<file path="src/rtl/uart_rx_fifo_if.sv">
// Peripheral-bus bundle between the CPU address decode and the UART receive buffer.
// The master side drives select/address/write data/qualifiers; the slave side returns read data.
interface uart_rx_fifo_if;
    logic        m_sel;
    logic [3:0]  m_addr;
    logic [31:0] m_data_i;
    logic [31:0] m_data_o;
    logic        m_rd;
    logic        m_wr;

    modport master (
        output m_sel,
        output m_addr,
        output m_data_i,
        output m_rd,
        output m_wr,
        input  m_data_o
    );

    modport slave (
        input  m_sel,
        input  m_addr,
        input  m_data_i,
        input  m_rd,
        input  m_wr,
        output m_data_o
    );
endinterface

</file>
<file path="src/rtl/uart_rx_fifo.sv">
// UART receive FIFO with DATA/STATUS/CONTROL registers and a level-triggered fill-threshold interrupt.
// Bytes strobed by the receiver are queued; the CPU pops one byte per contiguous DATA read interval.
module uart_rx_fifo #(
    parameter int DEPTH_LOG2 = 4
) (
    input  logic           clk_i,
    input  logic           rstn,
    input  logic [7:0]     rx_data_i,
    input  logic           rx_valid_i,
    input  logic           rx_ferr_i,
    uart_rx_fifo_if.slave  bus,
    output logic           irq_o
);

    localparam int                    DEPTH    = 1 << DEPTH_LOG2;
    localparam logic [DEPTH_LOG2:0]   LVL_ZERO = (DEPTH_LOG2 + 1)'(0);
    localparam logic [DEPTH_LOG2:0]   LVL_ONE  = (DEPTH_LOG2 + 1)'(1);
    localparam logic [DEPTH_LOG2:0]   LVL_FULL = (DEPTH_LOG2 + 1)'(DEPTH);
    localparam logic [DEPTH_LOG2-1:0] PTR_ZERO = DEPTH_LOG2'(0);
    localparam logic [DEPTH_LOG2-1:0] PTR_ONE  = DEPTH_LOG2'(1);

    logic [7:0]            mem_r [DEPTH];
    logic [DEPTH_LOG2-1:0] wr_ptr_r;
    logic [DEPTH_LOG2-1:0] rd_ptr_r;
    logic [DEPTH_LOG2:0]   level_r;
    logic                  ovr_r;
    logic                  ferr_r;
    logic                  ien_r;
    logic [5:0]            thresh_r;
    logic                  rd_prev_r;
    logic                  irq_r;

    logic                  rd_sel_s;
    logic                  ctrl_wr_s;
    logic                  flush_s;
    logic                  clear_s;
    logic                  empty_s;
    logic                  full_s;
    logic                  pop_s;
    logic                  push_s;
    logic                  drop_s;
    logic [5:0]            thresh_eff_s;
    logic                  irq_next_s;
    logic [7:0]            head_s;
    logic [31:0]           status_s;
    logic [31:0]           rdata_s;

    // Decode bus strobes and derive push/pop/overflow qualifiers for this cycle.
    always_comb begin
        rd_sel_s     = bus.m_sel & (bus.m_addr == 4'd0) & bus.m_rd;
        ctrl_wr_s    = bus.m_sel & (bus.m_addr == 4'd2) & bus.m_wr;
        flush_s      = ctrl_wr_s & bus.m_data_i[0];
        clear_s      = ctrl_wr_s & bus.m_data_i[1];
        empty_s      = (level_r == LVL_ZERO);
        full_s       = (level_r == LVL_FULL);
        // Only the first cycle of a held read pops; an empty FIFO ignores it.
        pop_s        = rd_sel_s & ~rd_prev_r & ~empty_s;
        push_s       = rx_valid_i & (~full_s | pop_s);
        drop_s       = rx_valid_i & full_s & ~pop_s & ~flush_s;
        thresh_eff_s = (thresh_r == 6'd0) ? 6'd1 : thresh_r;
        irq_next_s   = ien_r & (6'(level_r) >= thresh_eff_s);
    end

    // Byte storage; intentionally not reset.
    always_ff @(posedge clk_i) begin
        if (push_s & ~flush_s) begin
            mem_r[wr_ptr_r] <= rx_data_i;
        end
    end

    // Pointers and fill level; a flush overrides any concurrent push or pop.
    always_ff @(posedge clk_i or negedge rstn) begin
        if (!rstn) begin
            wr_ptr_r <= PTR_ZERO;
            rd_ptr_r <= PTR_ZERO;
            level_r  <= LVL_ZERO;
        end else if (flush_s) begin
            wr_ptr_r <= PTR_ZERO;
            rd_ptr_r <= PTR_ZERO;
            level_r  <= LVL_ZERO;
        end else begin
            if (push_s) begin
                wr_ptr_r <= wr_ptr_r + PTR_ONE;
            end
            if (pop_s) begin
                rd_ptr_r <= rd_ptr_r + PTR_ONE;
            end
            case ({push_s, pop_s})
                2'b10:   level_r <= level_r + LVL_ONE;
                2'b01:   level_r <= level_r - LVL_ONE;
                default: level_r <= level_r;
            endcase
        end
    end

    // Sticky error flags; a new error in the clearing cycle keeps the flag set.
    always_ff @(posedge clk_i or negedge rstn) begin
        if (!rstn) begin
            ovr_r  <= 1'b0;
            ferr_r <= 1'b0;
        end else begin
            if (drop_s) begin
                ovr_r <= 1'b1;
            end else if (clear_s) begin
                ovr_r <= 1'b0;
            end
            if (rx_valid_i & rx_ferr_i) begin
                ferr_r <= 1'b1;
            end else if (clear_s) begin
                ferr_r <= 1'b0;
            end
        end
    end

    // Stored control fields, read-edge tracker and registered interrupt.
    always_ff @(posedge clk_i or negedge rstn) begin
        if (!rstn) begin
            ien_r     <= 1'b0;
            thresh_r  <= 6'd1;
            rd_prev_r <= 1'b0;
            irq_r     <= 1'b0;
        end else begin
            if (ctrl_wr_s) begin
                ien_r    <= bus.m_data_i[2];
                thresh_r <= bus.m_data_i[13:8];
            end
            rd_prev_r <= rd_sel_s;
            irq_r     <= irq_next_s;
        end
    end

    // Combinational register read mux.
    always_comb begin
        head_s   = empty_s ? 8'd0 : mem_r[rd_ptr_r];
        status_s = 32'd0;
        status_s[0] = ~empty_s;
        status_s[1] = full_s;
        status_s[2] = ovr_r;
        status_s[3] = ferr_r;
        status_s[DEPTH_LOG2+8:8] = level_r;
        rdata_s  = 32'd0;
        if (bus.m_sel) begin
            case (bus.m_addr)
                4'd0:    rdata_s = {24'd0, head_s};
                4'd1:    rdata_s = status_s;
                4'd2:    rdata_s = {18'd0, thresh_r, 5'd0, ien_r, 2'd0};
                default: rdata_s = 32'd0;
            endcase
        end else begin
            rdata_s = 32'd0;
        end
    end

    assign bus.m_data_o = rdata_s;
    assign irq_o        = irq_r;

endmodule

</file>
<file path="src/flat_wrapper.sv">
// flat-port wrapper written by rule: the top's interface ports become plain ports
module uart_rx_fifo_flat 
#(
    parameter int DEPTH_LOG2 = 4
)
  (clk_i, rstn, rx_data_i, rx_valid_i, rx_ferr_i, irq_o, bus_m_sel, bus_m_addr, bus_m_data_i, bus_m_rd, bus_m_wr, bus_m_data_o);
  uart_rx_fifo_if bus_i ();
  input  logic clk_i;
  input  logic rstn;
  input  logic [7:0] rx_data_i;
  input  logic rx_valid_i;
  input  logic rx_ferr_i;
  output logic irq_o;
  input wire logic [$bits(bus_i.m_sel)-1:0] bus_m_sel;
  input wire logic [$bits(bus_i.m_addr)-1:0] bus_m_addr;
  input wire logic [$bits(bus_i.m_data_i)-1:0] bus_m_data_i;
  input wire logic [$bits(bus_i.m_rd)-1:0] bus_m_rd;
  input wire logic [$bits(bus_i.m_wr)-1:0] bus_m_wr;
  output wire logic [$bits(bus_i.m_data_o)-1:0] bus_m_data_o;
  assign bus_i.m_sel = bus_m_sel;
  assign bus_i.m_addr = bus_m_addr;
  assign bus_i.m_data_i = bus_m_data_i;
  assign bus_i.m_rd = bus_m_rd;
  assign bus_i.m_wr = bus_m_wr;
  assign bus_m_data_o = bus_i.m_data_o;
  uart_rx_fifo #(.DEPTH_LOG2(DEPTH_LOG2)) u_core (.clk_i(clk_i), .rstn(rstn), .rx_data_i(rx_data_i), .rx_valid_i(rx_valid_i), .rx_ferr_i(rx_ferr_i), .bus(bus_i), .irq_o(irq_o));
endmodule
</file>
<file path="config.mk">
export PLATFORM = sky130hd
export DESIGN_NAME = uart_rx_fifo_flat
export DESIGN_NICKNAME = d
export VERILOG_FILES = /design/src/rtl/uart_rx_fifo_if.sv /design/src/rtl/uart_rx_fifo.sv /design/src/flat_wrapper.sv
export SDC_FILE = /design/constraint.sdc
export NUM_CORES = 1
export LEC_CHECK = 0
export CAP_MARGIN = 30
export CORE_MARGIN = 8
export CORE_UTILIZATION = 55
export CTS_BUF_LIST = sky130_fd_sc_hd__clkbuf_8
export DETAILED_ROUTE_END_ITERATION = 10
export PLACE_DENSITY = 0.79
export SYNTH_ARGS = -nofsm -noshare
export SYNTH_HDL_FRONTEND = slang
export SYNTH_SLANG_ARGS = --single-unit
export TNS_END_PERCENT = 30
</file>
<file path="constraint.sdc">
create_clock -name clk_i -period 3.3 [get_ports clk_i]
set_input_delay 0.66 -clock clk_i [delete_from_list [all_inputs] [get_ports clk_i]]
set_output_delay 0.66 -clock clk_i [all_outputs]
set_load 0.1 [all_outputs]
</file>
==> out/results.tsv, run 1 <==
metric	value	unit
gpl congestion	0.812	
Critical Path Slowest Stage Cell	or4_1	
Rel. slew slack	65.2	%
Buffers on Ports	42	
crit path buf inv count	2	
Arrival @ worst endpoint	3620	ps
crit end category	register	
Hold Buf Count CTS	0	
H-tree levels	4	
critical-path cell list	clkdlybuf4s50_1 -> or3b_4 -> buf_4 -> o311ai_4 -> nand2_2 -> ha_2 -> ha_1 -> nor2b_2 -> o21ai_1 -> a21oi_1 -> or4_1 -> a21oi_1	
asr flop ratio synth	15.8	%
routed len/inst	22.2	um
P_sw	1.79	mW
Tightest Pin Transition	520	ps
Crit path max-delay family	simple AND/OR/NAND/NOR gates	
final instance area	0.00834	mm2
clock skew	8.36	ps
CP startpoint kind	primary input	
Pre-Repair DR Iteration Count	5	
Cell Area, Synth	0.00670	mm2
Cell variety after synth	49	
Clk pin slew, worst setup/hold paths	80	ps
number of buffers created by CTS	17	
final hold vios	0	
Filler cells	754	
Yosys warnings	0	
Net Sw Frac	31.1	%
dpl hpwl	9860	um
CP max stage delay	460	ps
vias in the first global route	4086	
gr usage total	19.2	%
chip height	126	um
Avg Cell Area, Syn	16.5	um2
initial antenna violation count	0	
worst r2r src	u_core.level_r[1]	
critical path type	primary input to register	
post-synth top area share	57.3	%
peak supply drop	0.446	mV
first-pass GRT wire length	22700	um
largest net degree at the start of global routing	31	
CP required	3680	ps
Hold Startpoint	u_core.thresh_r[5]	
Core Box Area	0.0120	mm2
register area share after synthesis	66.3	%
EDFF count, synth	128	
Tcrit/Tclk final	98.4	%
routed vias/inst	5.90	
top_reg_cell synth	edfxtp_1	
CP max FO	3	
Flop pwr share	44.6	%
FF+latch count, synth	152	
Initial Util	56.0	%
Area growth syn-to-layout	24.4	%
grt total ovfl	0	
Cell Area, Placed	0.00781	mm2
DRC	0	
final-report setup violation count	0	
worst skew pair latency	450	ps
proportion of layout cells with a drive suffix above 1	33.7	%
largest cells by area after synthesis	edfxtp_1 (57%), mux4_2 (11%), dfrtp_1 (8.6%)	
final WL	14800	um
CTS Buffer Depth	2	
status	finished, final reports clean	
final design utilization	69.7	%
hold endpoint	u_core.irq_o	
PwrDens	688	mW/mm2
Pwr Total	5.74	mW
clock sink count	152	
die area	0.0160	mm2
RSZ-0062 raised after global routing	yes	
Synth Instances	406	
Logic pwr share	29.7	%
Max Freq	0.308	GHz
Starting DRT DRC Count	315	
ANT nets after route	0	
Int Pwr	3.95	mW
Ant. Diodes	0	
power share of the clock group	25.8	%
post-synth top area cell	edfxtp_1	
CTS Root Cell	clkbuf_8	
vias	3931	
minimum clock period	3250	ps
TritonCTS clock tree	built	
path depth of the worst reg2reg path	11	
MaxCap Viol Count	0	
R2R Setup Slk	370	ps
I/O Pins	84	
static leakage	2.99	nW
FF-to-FF End	u_core.level_r[4]	
hold path depth	1	
CP dominant cell by count	a21oi_1	
Die X	126	um
Final nets	572	
Pins Over Slew Limit	0	
Site Rows	40	
Worst Hold Class	register to register	
## timing repair
action	4_1_cts	5_1_grt
setup buffers	4	2
pin swaps	4	3
endpoints found under the hold margin	0	0
resized for setup	7	14
setup endpoints to repair	7	9
## layer usage
metal / wire length (um) / vias up / global-route usage [%]
met1: 5870 / 1978 / 23.0
met4: 382 / 0 / 8.56
li1: - / 1725 / -
met3: 1250 / 38 / 6.62
met2: 7260 / 190 / 31.0
met5: 0 / - / 0
## flip-flops by register name, summed over array words and instances, names as in the netlist
| register | count |
|---|---|
| u_core.ovr_r | 1 |
| u_core.thresh_r | 6 |
| u_core.rd_prev_r | 1 |
| u_core.mem_r | 128 |
| u_core.ferr_r | 1 |
| u_core.rd_ptr_r | 4 |
| u_core.ien_r | 1 |
| u_core.level_r | 5 |
| u_core.wr_ptr_r | 4 |
| u_core.irq_o | 1 |
## area by class of cell
| class | instances | area [um2] | area share (%) |
|---|---|---|---|
| clock buffer | 17 | 234 | 2.81 |
| clock inverter | 15 | 188 | 2.25 |
| inverter | 15 | 56.3 | 0.675 |
| multi-input combinational | 217 | 2170 | 26.0 |
| sequential | 152 | 4450 | 53.4 |
| tap | 147 | 184 | 2.21 |
| timing repair buffer | 103 | 1050 | 12.6 |
## layout by cell type, fill, tap and decap left out, types with 3 or more instances in the layout
master and n:
clkdlybuf4s50_1 26, conb_1 18, a21oi_1 7, and2_1 8, a21o_1 3, edfxtp_1 128
mux4_2 33, buf_4 57, clkinvlp_4 3, mux2i_1 9, nor2b_1 8, bufinv_16 4
buf_6 3, a211oi_2 3, clkbuf_8 17, nor2_1 27, mux2_2 5, buf_12 16
o21ai_0 5, a22oi_1 6, inv_1 19, nand2_1 10, nand3_1 5, a211oi_4 4
xnor2_1 3, xor2_1 5, dfrtp_1 21, nor4_2 4, ha_1 13, and3_1 4
## power groups by stage
stage / clock (mW) / combinational (mW) / sequential (mW)
final: 1.48 / 1.70 / 2.56
after global routing: 1.58 / 1.84 / 2.59
after floorplan: 0 / 1.17 / 2.48
after detailed placement: 0 / 1.60 / 2.60
after global placement: 0 / 1.55 / 2.58
after CTS: 1.50 / 1.66 / 2.56
## per-stage QoR
step | hold slack [ps] | setup slack [ps] | std cells | TNS [ps]
5_1_grt | 523 | -42.4 | 666 | -83.3
3_3_place_gp | 471 | -390 | 628 | -1040
6_report | 515 | 52.7 | 666 | 0
3_5_place_dp | 485 | -451 | 628 | -1260
2_1_floorplan | 364 | -48.7 | 423 | -78.6
4_1_cts | 504 | -0.0837 | 664 | -0.0837
## Yosys cell counts (all sizes together), types with 2 or more instances
| cell | n |
|---|---|
| a2111oi | 2 |
| a22oi | 6 |
| a21o | 3 |
| a211oi | 9 |
| ha | 14 |
| xor2 | 5 |
| nand4 | 2 |
| and3 | 4 |
| mux2 | 5 |
| nor2 | 29 |
| and2 | 8 |
| nor4 | 5 |
| nor2b | 9 |
| or3b | 2 |
| nand2 | 12 |
| buf | 29 |
| xnor2 | 3 |
| clkbuf | 10 |
| a21oi | 8 |
| dfrtp | 23 |
| edfxtp | 128 |
| mux4 | 33 |
| nor3b | 4 |
| inv | 15 |
| nor3 | 2 |
| o21ai | 8 |
| nand3 | 5 |
| mux2i | 9 |
## worst max path at each step
stage	startpoint	to	slack, ps	cells past startpoint
4_1_cts	u_core.rd_ptr_r[0]	bus_m_data_o[6]	-0.08	6
2_1_floorplan	u_core.rd_ptr_r[0]	bus_m_data_o[1]	-50	7
3_5_place_dp	bus_m_addr[1]	u_core.level_r[4]	-450	11
6_report	bus_m_addr[3]	u_core.level_r[4]	50	12
3_3_place_gp	bus_m_rd	u_core.level_r[4]	-390	11
5_1_grt	bus_m_addr[3]	u_core.level_r[4]	-40	12
## cells by family after synthesis
group / share of synthesized area [%]
compound gates: 4.63
fa+ha+maj: 2.91
xor+xnor: 1.05
flops: 66.3
buf+inv: 4.37
mux: 13.3
other cells: 0.0559
simple gates: 7.41
No activity file was read; power rests on OpenSTA's default activity.
==> run 2: changes to the inputs <==
PLACE_DENSITY = unset   (was 0.79)
PLACE_DENSITY_LB_ADDON = 0.12   (was unset)
==> out/results.tsv, run 2 (synthesis results as in run 1) <==
metric	value	unit	change
minimum clock period	3280	ps	was 3250 ps
final-report setup violation count	0		unchanged
Worst Hold Class	register to register		unchanged
RSZ-0062 raised after global routing	yes		unchanged
Tcrit/Tclk final	99.5	%	was 98.4%
R2R Setup Slk	220	ps	was 370 ps
Area growth syn-to-layout	23.0	%	was 24.4%
vias in the first global route	3983		was 4,086
DRC	0		unchanged
CTS Root Cell	clkbuf_8		unchanged
Int Pwr	3.76	mW	was 3.95 mW
FF+latch area	0.00445	mm2	about the same
CP startpoint kind	primary input		unchanged
Logic pwr share	30.1	%	was 29.7%
final cell count without fillers	659		was 666
I/O Pins	84		unchanged
peak supply drop	0.372	mV	was 0.446 mV
worst r2r src	u_core.level_r[0]		was u_core.level_r[1]
gpl congestion	0.807		was 0.812
first-pass GRT wire length	21800	um	was 22,700 um
Core Box Area	0.0120	mm2	unchanged
Ant. Diodes	0		unchanged
Die X	126	um	unchanged
final WL	13900	um	was 14,800 um
worst skew pair latency	450	ps	about the same
vias	3722		was 3,931
status	finished, final reports clean		unchanged
number of buffers created by CTS	17		unchanged
Tightest Pin Transition	875	ps	was 520 ps
routed len/inst	21.1	um	was 22.2 um
proportion of layout cells with a drive suffix above 1	32.8	%	was 33.7%
die area	0.0160	mm2	unchanged
PwrDens	670	mW/mm2	was 688 mW/mm2
routed vias/inst	5.65		was 5.90
clock sink count	152		unchanged
Max Freq	0.305	GHz	was 0.308 GHz
largest register by flop count	u_core.mem_r		unchanged
path depth of the worst reg2reg path	11		unchanged
hold path depth	1		unchanged
Initial Util	56.0	%	unchanged
commonest non-fill, non-tap cell in the layout	edfxtp_1		unchanged
critical path type	primary input to output port		was primary input to register
Filler cells	814		was 754
Hold Buf Count CTS	0		unchanged
Post-Route Hold Slack	506	ps	was 515 ps
Cell Area, Placed	0.00781	mm2	about the same
Cells after DPL	626		was 628
final instance area	0.00825	mm2	was 0.00834 mm2
P_sw	1.77	mW	was 1.79 mW
Arrival @ worst endpoint	2620	ps	was 3620 ps
initial antenna violation count	0		unchanged
gr usage total	18.3	%	was 19.2%
static leakage	2.93	nW	was 2.99 nW
biggest registers after layout	u_core.mem_r: 128 flops, u_core.thresh_r: 6 flops, u_core.level_r: 5 flops		unchanged
CP required	2640	ps	was 3680 ps
fin worst setup slack	17.2	ps	was 52.7 ps
multi-input logic area	0.00217	mm2	about the same
dpl hpwl	9680	um	was 9860 um
largest net degree at the start of global routing	35		was 31
CP max FO	8		was 3
max reg flops	128		unchanged
MaxCap Viol Count	0		unchanged
hold endpoint	u_core.irq_o		unchanged
chip height	126	um	unchanged
Pins Over Slew Limit	0		unchanged
post-route setup TNS	0	ps	unchanged
pre-CTS setup slack	-455	ps	was -451 ps
clock skew	12.8	ps	was 8.36 ps
Site Rows	40		unchanged
ANT nets after route	0		unchanged
final design utilization	68.9	%	was 69.7%
Clk pin slew, worst setup/hold paths	90	ps	was 80 ps
Rel. slew slack	41.5	%	was 65.2%
Final nets	565		was 572
most frequent cells in the layout	edfxtp_1 (128), buf_4 (51), mux4_2 (33)		was edfxtp_1 (128), buf_4 (57), mux4_2 (33)
CTS Buffer Depth	2		unchanged
Pre-Repair DR Iteration Count	4		was 5
H-tree levels	4		unchanged
FF-to-FF End	u_core.level_r[4]		unchanged
grt total ovfl	0		unchanged
Pwr Total	5.53	mW	was 5.74 mW
Hold Startpoint	u_core.thresh_r[5]		unchanged
crit end category	output port		was register
Flop pwr share	45.3	%	was 44.6%
Net Sw Frac	32.0	%	was 31.1%
Buffers on Ports	42		unchanged
power share of the clock group	24.6	%	was 25.8%
final hold vios	0		unchanged
TritonCTS clock tree	built		unchanged
Starting DRT DRC Count	271		was 315
-- run 2: cell count changes in the layout (fill, tap and decap cells not counted), moves of 2 or more --
cell,previous run,this run
dfrtp_2,1,3
clkinv_2,0,3
buf_4,57,51
buf_6,3,1
bufinv_16,4,2
inv_1,19,17
-- run 2: how the worst max path moves through the flow --
stage,slack [ps],endpoint,cells past startpoint,start
after floorplan,-50,bus_m_data_o[1],7,u_core.rd_ptr_r[0]
after global placement,-380,u_core.level_r[4],11,bus_m_rd
after detailed placement,-450,u_core.level_r[4],11,bus_m_rd
after CTS,-0.9,bus_m_data_o[5],8,bus_m_sel
after global routing,-60,u_core.level_r[4],11,bus_m_addr[1]
final,20,bus_m_data_o[5],8,bus_m_sel
-- run 2: area by class of cell --
cell class	count	area share (%)
Tap cell	147	2.23
Sequential cell	152	54.0
Multi-Input combinational cell	217	26.3
Timing Repair Buffer	96	12.2
Clock buffer	17	2.84
Clock inverter	15	1.84
Inverter	15	0.683
-- run 2: power by group through the flow --
stage	Combinational (mW)	Sequential (mW)	Clock, mW
global placement	1.61	2.53	0
global route	1.81	2.53	1.46
finish	1.66	2.50	1.36
CTS	1.67	2.50	1.39
detailed placement	1.65	2.55	0
floorplan	1.17	2.48	0
-- run 2: critical path, cell delays in order --
cell	delay, ps
clkdlybuf4s50_1	470
or3b_4	390
buf_6	160
nor2_4	80
nand2_1	70
or2_4	330
a211oi_4	240
buf_12	210
-- run 2: metal layers --
metal	vias to the layer above	global-route usage [%]	part of all wire, %	wire length [um]
met2	133	28.8	48	6630
met4	0	8.14	1.7	235
li1	1709	-	-	-
met5	-	0	0	0
met3	15	5.82	6.4	890
met1	1865	22.9	44	6130
-- run 2: timing repair --
action | 4_1_cts | 5_1_grt
setup buffers | 1 | 0
setup endpoints to repair | 7 | 9
pin swaps | 2 | 5
resized for setup | 5 | 10
